### src/rtl/hex_scan_ctrl.sv
// ---------------------------------------------------------------------------
// hex_scan_ctrl
//
// Time-multiplexed scan controller for a 4-digit common-anode 7-segment
// display. One hex-to-7-segment decoder is shared by all four digits. The
// anode rotates every REFRESH_DIV cycles. The first DEAD_CYCLES of each slot
// keep every anode off to suppress ghosting. Displayed values are
// double-buffered and only committed at frame boundaries.
//
// Parameters:
//   REFRESH_DIV  clock cycles per digit slot (>= 2)
//   DEAD_CYCLES  blanked cycles at the start of each slot (< REFRESH_DIV)
//
// Ports:
//   clk         sole clock, rising edge
//   reset_n     synchronous active-low reset
//   load        strobe: capture value/dp_in into the pending buffer
//   value       four hex digits, [3:0] is digit 0 (rightmost)
//   dp_in       per-digit decimal point enable, active-high
//   lz_en       leading-zero suppression enable (live, not buffered)
//   an          anode enables, active-low, an[k] drives digit k
//   hex         segments a..g on bits 6..0, active-low
//   dp          decimal point, active-low
//   frame_tick  one-cycle pulse on the last cycle of each frame
//   pending     a loaded value is waiting for the next frame boundary
// ---------------------------------------------------------------------------
module hex_scan_ctrl #(
    parameter int REFRESH_DIV = 100000,
    parameter int DEAD_CYCLES = 1000
) (
    input  logic        clk,
    input  logic        reset_n,
    input  logic        load,
    input  logic [15:0] value,
    input  logic [3:0]  dp_in,
    input  logic        lz_en,
    output logic [3:0]  an,
    output logic [6:0]  hex,
    output logic        dp,
    output logic        frame_tick,
    output logic        pending
);

    localparam int CW = $clog2(REFRESH_DIV);
    localparam logic [CW-1:0] SLOT_LAST = CW'(REFRESH_DIV - 1);
    localparam logic [CW-1:0] SLOT_DEAD = CW'(DEAD_CYCLES);

    // Standard hex glyphs, active-low, bit 6 = a ... bit 0 = g.
    function automatic logic [6:0] seg7(input logic [3:0] nib);
        case (nib)
            4'h0: seg7 = 7'b0000001;
            4'h1: seg7 = 7'b1001111;
            4'h2: seg7 = 7'b0010010;
            4'h3: seg7 = 7'b0000110;
            4'h4: seg7 = 7'b1001100;
            4'h5: seg7 = 7'b0100100;
            4'h6: seg7 = 7'b0100000;
            4'h7: seg7 = 7'b0001111;
            4'h8: seg7 = 7'b0000000;
            4'h9: seg7 = 7'b0000100;
            4'hA: seg7 = 7'b0001000;
            4'hB: seg7 = 7'b1100000;
            4'hC: seg7 = 7'b0110001;
            4'hD: seg7 = 7'b1000010;
            4'hE: seg7 = 7'b0110000;
            default: seg7 = 7'b0111000;
        endcase
    endfunction

    logic [CW-1:0] slot_cnt;
    logic [1:0]    digit;
    logic [15:0]   disp_val;
    logic [3:0]    disp_dp;
    logic [15:0]   pend_val;
    logic [3:0]    pend_dp;

    logic [CW-1:0] slot_nxt;
    logic [1:0]    digit_nxt;
    logic [15:0]   disp_val_nxt;
    logic [3:0]    disp_dp_nxt;
    logic          commit;
    logic          lz_zero;
    logic          off_nxt;
    logic          tick_nxt;

    // The outputs are registered but must describe the slot the counters hold
    // in the same cycle, so they are computed from the next-state values.
    always_comb begin
        // NOTE: every signal gets a default first so no path leaves it
        // unassigned; a missing default here would infer a latch.
        slot_nxt     = slot_cnt + CW'(1);
        digit_nxt    = digit;
        commit       = 1'b0;
        disp_val_nxt = disp_val;
        disp_dp_nxt  = disp_dp;
        lz_zero      = 1'b0;

        if (slot_cnt == SLOT_LAST) begin
            slot_nxt  = '0;
            digit_nxt = digit + 2'd1;
        end

        // The current cycle is the frame boundary when frame_tick is high.
        commit = frame_tick && pending;
        if (commit) begin
            disp_val_nxt = pend_val;
            disp_dp_nxt  = pend_dp;
        end

        // Digit k is a leading zero when digits k..3 are all zero.
        case (digit_nxt)
            2'd1:    lz_zero = (disp_val_nxt[15:4]  == 12'h000);
            2'd2:    lz_zero = (disp_val_nxt[15:8]  == 8'h00);
            2'd3:    lz_zero = (disp_val_nxt[15:12] == 4'h0);
            default: lz_zero = 1'b0;
        endcase

        off_nxt  = (slot_nxt < SLOT_DEAD) || (lz_en && lz_zero);
        tick_nxt = (slot_nxt == SLOT_LAST) && (digit_nxt == 2'd3);
    end

    always_ff @(posedge clk) begin
        if (!reset_n) begin
            // NOTE: sequential state is updated with non-blocking assignments
            // so every register samples the pre-edge values of the others.
            slot_cnt   <= '0;
            digit      <= 2'd0;
            disp_val   <= 16'h0000;
            disp_dp    <= 4'h0;
            pend_val   <= 16'h0000;
            pend_dp    <= 4'h0;
            pending    <= 1'b0;
            frame_tick <= 1'b0;
            an         <= 4'hF;
            hex        <= 7'h7F;
            dp         <= 1'b1;
        end else begin
            slot_cnt   <= slot_nxt;
            digit      <= digit_nxt;
            disp_val   <= disp_val_nxt;
            disp_dp    <= disp_dp_nxt;
            frame_tick <= tick_nxt;

            // A load in the commit cycle still wins: the commit used the old
            // buffer above, the new value waits for the following frame.
            if (load) begin
                pend_val <= value;
                pend_dp  <= dp_in;
                pending  <= 1'b1;
            end else if (commit) begin
                pending  <= 1'b0;
            end

            if (off_nxt) begin
                an  <= 4'hF;
                hex <= 7'h7F;
                dp  <= 1'b1;
            end else begin
                an  <= ~(4'b0001 << digit_nxt);
                hex <= seg7(disp_val_nxt[{digit_nxt, 2'b00} +: 4]);
                dp  <= ~disp_dp_nxt[digit_nxt];
            end
        end
    end

endmodule

### config.mk
export PLATFORM = sky130hd
export DESIGN_NAME = hex_scan_ctrl
export DESIGN_NICKNAME = d
export VERILOG_FILES = /design/src/rtl/hex_scan_ctrl.sv
export SDC_FILE = /design/constraint.sdc
export NUM_CORES = 1
export LEC_CHECK = 0
export ABC_AREA = 1
export BUFFER_PORTS_ARGS = -buffer_cell sky130_fd_sc_hd__buf_2
export CORE_MARGIN = 3
export CORE_UTILIZATION = 58
export CTS_CLUSTER_DIAMETER = 200
export DETAILED_ROUTE_END_ITERATION = 7
export PLACE_DENSITY = 0.76
export REMOVE_ABC_BUFFERS = 1
export SLEW_MARGIN = 25
export SYNTH_ARGS = -nofsm -noshare
export SYNTH_HDL_FRONTEND = slang
export SYNTH_SLANG_ARGS = --single-unit
### constraint.sdc
create_clock -name clk -period 2.4 [get_ports clk]
set_input_delay 0.24 -clock clk [delete_from_list [all_inputs] [get_ports clk]]
set_output_delay 0.24 -clock clk [all_outputs]
set_load 0.05 [all_outputs]
==> results.toml <==
[logic_synthesis]
synthCells = 525
synthFlopType = "dfxtp_1"
muxShareOfSynthArea_pct = 1.93
async_flop_share_pct = 0
synth.most_common_cell = "nand2_1"
synth_enable_flop_cells = 0
yosysSeqAreaShare_pct = 40.3
synth_top_area_share_pct = 40.3
synth.avg_cell_area_um2 = 6.90
synth-compound-area-share_pct = 5.77
syn_area_um2 = 3620
yosysTopAreaCell = "dfxtp_1"
synth_top_family_by_area = "simple AND/OR/NAND/NOR gates"
synthAdderAreaFrac_pct = 2.42
synth-simple-area-share_pct = 42.2
synthTopCellsByArea = "dfxtp_1 40%, nand2_1 13%, nor2_1 12%"
yosysUniqueCellTypes = 30
netlist_top_cells_count = "126 x nand2_1, 117 x nor2_1, 73 x dfxtp_1"
yosysWarnings = 0
synth-xor-area-share_pct = 0.725
ys_ff_latch = 73

[cts]
clk_path_buf_depth = 2
cts_sinks = 73
cts_tree = "built"
cts_root_buf = "clkbuf_8"
cts_hold_buf = 0
cts_buffers = 9
clkTransAtPathRegs_ns = 0.07
clk_latency_ns = 0.34
htreeDepth = 3

[floorplanning]
start_util_pct = 60.5
die_height_um = 85.0
rows = 28
io_pins = 38
die_w_um = 85.0
coreArea_um2 = 5990
dieArea_um2 = 7230

[route]
drc_errors = 0
drt_wl_total_mm = 8.18
firstDrtPassIters = 4
routed_via_density = 5.15
drt-wirelength-per-cell_um = 12.6
ant_nets = 0
detail_route.iter0.violations = 202
via_count = 3351

[final_layout]
area_delta_synth_final_pct = 15.3
fin_nets = 602
layout-drive-gt1-share_pct = 18.4
antennaDiodeCount = 0
final_cell_area_um2 = 4180

[placement]
placed_cell_area_um2 = 3910
numPortBuffers = 37
place.detailed.hpwl_mm = 6.08
gp_congestion = 0.927

[pwr]
pwr-share-comb_pct = 4.1
p_clk_share_pct = 43.2
p_int_uw = 1870
p_leak_uw = 0.00196
seqPwrFrac_pct = 52.6
vdd_drop_max_mv = 0.459
swShare_pct = 21.7
powerDensity_nw_per_um2 = 571
finalPower_uw = 2390
switchingPower_uw = 518

[timing]
clock_skew_ns = 0.00751
final_max_slew_viol_count = 0
worst_slew_pin_slew_ns = 0.649
post-route-period-util_pct = 90.3
setup_tns_ns = 0
min_period_ns = 2.17
setup_viol_count_final = 0
maxSlewHeadroom_pct = 56.7
max_freq_ghz = 0.461
hold_violations = 0

[setup_path]
cpMaxStageDelayCell = "dfxtp_4"
crit_type = "flip-flop to flip-flop"
crit_path_end_kind = "flip-flop"
r2r-end = "hex[2]$_SDFF_PP1_"
endpoint = "hex[2]$_SDFF_PP1_"
r2r_setup_slack_ns = 0.23
worstRegToRegCells = 12
r2r-start = "slot_cnt[0]$_SDFF_PN0_"
crit_chain = "ha_4 > nand2_1 > nor2_1 > nand2_1 > o21bai_1 > nand3_1 > nand2_1 > nor2_1 > nand3_1 > nand3_2 > inv_2 > nand3_1"
critPathRequiredTime_ns = 2.63
crit_start = "slot_cnt[0]$_SDFF_PN0_"
critical_path.max_fanout = 8
start_kind = "flip-flop"
critPathArrivalTime_ns = 2.39
cpPeakStageDelay_ns = 0.37

[grt]
grt_pass1_wl_mm = 14.6
antenna_found_initial = 0
first_global_vias = 3326
grt_overflow = 0
grt_max_degree = 38
grtUsageTotal_pct = 24.7

[hold_path]
hp-class = "primary input to flip-flop"
min_from = "value[4]"

[flow_run]
maxCapViolations = 0

[run_status]
status = "finished clean"
state kept, by name (all words and copies together), names as in the netlist:
name	cells
an	4
digit	2
disp_dp	4
disp_val	16
dp	1
frame_tick	1
hex	7
pend_dp	4
pend_val	16
pending	1
slot_cnt	17
power groups by stage:
| stage | sequential [uW] | combinational [uW] | clock (uW) |
|---|---|---|---|
| 3_5_place_dp | 1280 | 94.4 | 0 |
| 3_3_place_gp | 1280 | 91.6 | 0 |
| 4_1_cts | 1250 | 95.2 | 1050 |
| 2_1_floorplan | 1280 | 46.9 | 0 |
| 5_1_grt | 1260 | 114 | 1120 |
| 6_report | 1260 | 98.5 | 1030 |
worst min-delay path by stage:
stage                                     to  slack [ns]  cells after the start
finish              pend_val[4]$_SDFFE_PN0P_        0.12                      3
global route        pend_val[3]$_SDFFE_PN0P_        0.12                      3
CTS                  pend_dp[1]$_SDFFE_PN0P_        0.11                      3
detailed placement   disp_val[12]$_SDFF_PN0_        0.46                      2
global placement     disp_val[12]$_SDFF_PN0_        0.46                      2
floorplan            pend_dp[0]$_SDFFE_PN0P_        0.37                      2
per-stage QoR:
stage               hold slack (ns)  worst slack, ns  utilization, %  std cells
finish                        0.117            0.232            69.8        651
global route                  0.122          -0.0411            69.8        651
CTS                           0.114           0.0149            68.8        649
detailed placement            0.461           0.0452            65.3        633
global placement              0.457            0.170            65.3        633
floorplan                     0.375           -0.158               -        510
cell families (layout without fill, tap and decap cells):
family / after synthesis / count (layout)
XOR/XNOR: 3 / 3
flip-flops: 73 / 73
buffers and inverters: 59 / 110
adder cells (fa/ha/maj): 7 / 7
multiplexers: 7 / 7
AND/OR/NAND/NOR: 337 / 337
AO/OA/AOI/OAI: 39 / 39
cell type report:
class / count / area (um^2)
Clock buffer: 12 / 135
Clock inverter: 4 / 77.6
Fill cell: 556 / 1810
Inverter: 44 / 165
Multi-Input combinational cell: 393 / 1960
Sequential cell: 73 / 1470
Tap cell: 75 / 93.8
Timing Repair Buffer: 50 / 283
routing by layer:
metal  part of all wire [%]  track usage, %
met3                    3.5            4.85
met1                     45            30.4
met4                    2.8            11.9
met5                      0               0
met2                     49            41.4
repair_timing:
| item | CTS | global route |
|---|---|---|
| gates resized for setup | 0 | 14 |
| setup buffers | 0 | 2 |
| endpoints found under the setup margin | 0 | 12 |
critical path, delay by kind of cell (launching register included):
kind | cells | cell delay [ns]
buffers and inverters | 1 | 0.16
AOI/OAI and AO/OA | 1 | 0.16
adders and majority gates | 1 | 0.15
and+or+nand+nor | 9 | 1.21
DFF | 1 | 0.37
placed cells by master, fill, tap and decap left out, types with 7 or more instances in the layout:
cell and instances:
nor2_2 9, clkbuf_8 9, buf_2 37, buf_4 13
nand2_2 8, mux2i_1 7, nand2_1 124, nor2_1 115
o21ai_0 29, dfxtp_1 69, inv_1 40, nand3_1 48
Note: power is estimated with default switching activity, not from simulation.
